[src/rtl/tff_counter_if.sv]
// tff_counter_if: control and state bundle for the tff_counter toggle/count bank
interface tff_counter_if #(parameter int WIDTH = 4);
  logic             preset;
  logic             en;
  logic [1:0]       mode;
  logic [WIDTH-1:0] t;
  logic [WIDTH-1:0] q;
  logic [WIDTH-1:0] qbar;
  logic             wrap;
  modport master (output preset, en, mode, t, input q, qbar, wrap);
  modport slave  (input preset, en, mode, t, output q, qbar, wrap);
endinterface

[src/rtl/tff_counter.sv]
// tff_counter: WIDTH-bit T flip-flop bank usable as toggle cells or a wrapping/saturating up/down counter
module tff_counter #(
  parameter int               WIDTH        = 4,
  parameter logic [WIDTH-1:0] PRESET_VALUE = {WIDTH{1'b1}},
  parameter bit               SATURATE     = 1'b0
) (
  input logic           clk,
  input logic           clear,
  tff_counter_if.slave  bus
);
  localparam logic [1:0] M_TOG  = 2'b00;
  localparam logic [1:0] M_UP   = 2'b01;
  localparam logic [1:0] M_DN   = 2'b10;
  logic [WIDTH-1:0] q, q_nxt, up_t, dn_t, tog;
  logic             wrap, wrap_nxt, at_max, at_min;
  // Ripple-carry toggle masks: q^(q+1) is exactly the AND-of-lower-bits chain, q^(q-1) its qbar dual
  assign up_t   = q ^ (q + WIDTH'(1));
  assign dn_t   = q ^ (q - WIDTH'(1));
  assign at_max = &q;
  assign at_min = ~|q;
  always_comb begin
    tog      = bus.mode == M_TOG ? bus.t
             : bus.mode == M_UP  ? (SATURATE && at_max ? '0 : up_t)
             : bus.mode == M_DN  ? (SATURATE && at_min ? '0 : dn_t)
             : '0;
    q_nxt    = bus.preset ? PRESET_VALUE : bus.en ? q ^ tog : q;
    wrap_nxt = !bus.preset && bus.en &&
               ((bus.mode == M_UP && at_max) || (bus.mode == M_DN && at_min));
  end
  always_ff @(posedge clk or negedge clear) begin
    if (!clear) begin
      q    <= '0;
      wrap <= 1'b0;
    end else begin
      q    <= q_nxt;
      wrap <= wrap_nxt;
    end
  end
  assign bus.q    = q;
  assign bus.qbar = ~q;
  assign bus.wrap = wrap;
endmodule

[src/flat_wrapper.sv]
// flat-port wrapper written by rule: the top's interface ports become plain ports
module tff_counter_flat 
#(
  parameter int               WIDTH        = 4,
  parameter logic [WIDTH-1:0] PRESET_VALUE = {WIDTH{1'b1}},
  parameter bit               SATURATE     = 1'b0
)
  (clk, clear, bus_preset, bus_en, bus_mode, bus_t, bus_q, bus_qbar, bus_wrap);
  tff_counter_if #(.WIDTH(WIDTH)) bus_i ();
  input logic clk;
  input logic clear;
  input wire logic [$bits(bus_i.preset)-1:0] bus_preset;
  input wire logic [$bits(bus_i.en)-1:0] bus_en;
  input wire logic [$bits(bus_i.mode)-1:0] bus_mode;
  input wire logic [$bits(bus_i.t)-1:0] bus_t;
  output wire logic [$bits(bus_i.q)-1:0] bus_q;
  output wire logic [$bits(bus_i.qbar)-1:0] bus_qbar;
  output wire logic [$bits(bus_i.wrap)-1:0] bus_wrap;
  assign bus_i.preset = bus_preset;
  assign bus_i.en = bus_en;
  assign bus_i.mode = bus_mode;
  assign bus_i.t = bus_t;
  assign bus_q = bus_i.q;
  assign bus_qbar = bus_i.qbar;
  assign bus_wrap = bus_i.wrap;
  tff_counter #(.WIDTH(WIDTH), .PRESET_VALUE(PRESET_VALUE), .SATURATE(SATURATE)) u_core (.clk(clk), .clear(clear), .bus(bus_i));
endmodule
[config.mk]
export PLATFORM = sky130hd
export DESIGN_NAME = tff_counter_flat
export DESIGN_NICKNAME = d
export VERILOG_FILES = /design/src/rtl/tff_counter_if.sv /design/src/rtl/tff_counter.sv /design/src/flat_wrapper.sv
export SDC_FILE = /design/constraint.sdc
export NUM_CORES = 1
export LEC_CHECK = 0
export ABC_CLOCK_PERIOD_IN_PS = 1710
export CORE_AREA = 2 2 39 41
export DETAILED_ROUTE_END_ITERATION = 8
export DIE_AREA = 0 0 41 43
export MAX_ROUTING_LAYER = met4
export PLACE_DENSITY_LB_ADDON = 0.25
export SYNTH_ARGS = -nofsm -noshare
export SYNTH_HDL_FRONTEND = slang
export SYNTH_SLANG_ARGS = --single-unit
[constraint.sdc]
create_clock -name clk -period 1.71 [get_ports clk]
set_input_delay 0.171 -clock clk [delete_from_list [all_inputs] [get_ports clk]]
set_output_delay 0.171 -clock clk [all_outputs]
set_load 0.05 [all_outputs]
==> metrics.txt <==
Final Non-Filler Cells=91; IO Port Bufs=18; RR Startpoint=u_core.bus.q[1]; die width=41 µm; reg2reg setup slack=0.07 ns; Worst-path clk slew=0.05 ns; Ys Warns=0; Setup Viol. Count Final=0; gpl congestion=0.796; TNS Setup=0 ns; Max FO, Critical Path=6; CTS tree=built; Synth area leaders=dfrtp_1, ha_1, mux2i_1; Routed Wire Length=959 µm; Max Root-Sink Buffers=2; minimum clock period=1.64 ns; critical path arrival=1.81 ns; max layer used=met4; Starting Density=30.1%; vias=435; first-pass GRT wire length=1590 µm; initial antenna violation count=0; # rows=14; GRT Total Usage=14.0%; max incr delay on CP=0.47 ns; Syn Inst Count=46; Die H=43 µm; Pint=0.324 mW; post-synthesis register bit count=5; hold buffers post-CTS=0; sequential cell fraction of total power=28.4%; CP endpoint kind=flip-flop; Logic pwr share=44.9%; LEAKAGE=0.325 nW; Power Density=715 nW/µm²; CTS Sinks=5; Required @ worst endpoint=1.88 ns; fin crit share=96.2%; Max Cap Violations=0; CP Launch Type=flip-flop; max-slew violations=0; final core utilization=52.4%; ANT nets after route=0; crit path kind=reg -> reg; DR WL met3=53 µm; routed length on met1=465 µm; syn nets=62; DP Cell Count=87; endpoints failing hold=0; clk_lat worst skew=0.25 ns; Post-Syn Area per Cell=9.06 µm²; Seq/Total Area, Yosys=30.0%; Post-synth EDFFs=0; H-Tree Depth=1; vias per std cell=4.78; register area=131 µm²; die area=1760 µm²; DR WL met2=427 µm; Hold WC Path Type=in -> async; layout cell share with drive strength beyond 1=36.0%; vias in the first global route=376; worst path cell trace=clkinvlp_4 > ha_4 > xnor2_2 > mux2i_1 > a21oi_1 > mux2i_1; First-pass DRT Iterations=2; ant diodes=0; Clk pwr share=26.7%; # nets final=92; Clock Skew=0.00593 ns; total power of the final layout=0.518 mW; status=finished clean; Max VDD drop=0.473 mV; core area=1380 µm²; postcts setup bufs=0; global route overflow=0; Slew HR=67.5%; most common cell after layout, fill and taps aside=buf_4; First DRT Iteration DRCs=5; Synth-to-Final Area Change=73.9%; Most common cell on crit path=mux2i_1; FFs w/ async S/R, synth=100%; commonest non-fill, non-tap cells in the layout=buf_4, clkdlybuf4s50_1, inv_1, ha_1; RSZ-0062 raised after global routing=no; largest net degree at the start of global routing=8; Residual DRC=0; Fill cells=135; Cell Area, Synth=417 µm²; Final HPWL DP=849 µm; Yosys cell types=19; io pins=19; most area-hungry cell type in the Yosys netlist=dfrtp_1; Yosys top cell area share=30.0%; Wirelength per Cell=10.5 µm; TritonCTS buffer count=3; P_sw=0.194 mW; Most used DFF post-synth=dfrtp_1; Reg2Reg Depth=6; footprint of the multi-input gates=284 µm²; measured slew at the worst slew-check pin=0.486 ns; reg2reg end=u_core.bus.q[1]; PostCTS Resize Cnt=0; Sw Ratio=37.4%; Root Buffer=clkbuf_4; crit path max-delay cell type=dfrtp_4; Max Clock Freq=608 MHz
[how the worst max path moves through the flow]
stage	from	end	slack [ns]
after CTS	bus_mode[1]	u_core.bus.q[3]	0.04
final	u_core.bus.q[1]	u_core.bus.q[1]	0.07
after detailed placement	bus_mode[1]	u_core.bus.q[3]	-0.22
after global routing	u_core.bus.q[1]	u_core.bus.q[1]	0.02
after global placement	bus_mode[1]	u_core.bus.q[3]	-0.15
after floorplan	u_core.bus.q[0]	u_core.bus.q[1]	-0.23
[sequential cells by signal, indices dropped and copies added (netlist names)]
signal           count
u_core.bus.q         4
u_core.bus.wrap      1
[logic make-up (layout without fill, tap and decap cells)]
logic type | Yosys count | after routing | synth area share [%]
AO/OA/AOI/OAI | 11 | 11 | 18.9
buffers and inverters | 8 | 37 | 7.21
adder cells (fa/ha/maj) | 6 | 6 | 18.0
flip-flops | 5 | 5 | 30.0
XOR/XNOR | 1 | 1 | 2.10
multiplexers | 3 | 3 | 7.21
AND/OR/NAND/NOR | 12 | 12 | 16.5
[power by group through the flow]
stage / Sequential, mW / Clock, mW / Combinational, mW
6_report: 0.147 / 0.138 / 0.233
5_1_grt: 0.149 / 0.158 / 0.248
4_1_cts: 0.148 / 0.142 / 0.234
3_5_place_dp: 0.149 / 0 / 0.234
3_3_place_gp: 0.149 / 0 / 0.234
2_1_floorplan: 0.180 / 0 / 0.109
[worst max-delay path: cells and delay by family, from the launching register on]
family                   cells  cell delay (ns)
flip-flops                   1             0.47
multiplexers                 2             0.33
adder cells (fa/ha/maj)      1             0.27
AO/OA/AOI/OAI                1             0.21
buffers and inverters        1             0.16
XOR/XNOR                     1             0.13
[cells in the mapped netlist (2+ instances only)]
library cell,number
inv_1,8
ha_1,6
dfrtp_1,5
nor3_1,4
o21ai_0,4
mux2i_1,3
nor2_1,2
o21ai_1,2
or3b_1,2
[per-layer routing]
metal  vias to the layer above  track usage (%)
met3                         2             6.28
met2                        15             18.1
met1                       193             18.4
li1                        225                -
met4                         0             6.00
met5                         -                -
[stage by stage]
step                      setup WS (ns)  cell area (µm²)  hold WS [ns]
after floorplan                  -0.229              450        -0.125
after global placement           -0.151              696         0.406
final                            0.0651              724         0.141
after global routing             0.0234              724         0.139
after CTS                        0.0444              722         0.142
after detailed placement         -0.218              696         0.405
[final cells by class]
type	instances	share of cell area, %
tap	16	2.76
multi-input combinational	33	39.2
inverter	8	5.18
clock buffer	4	3.63
timing repair buffer	25	31.1
sequential	5	18.1
Power figures use the tool's default switching activity.
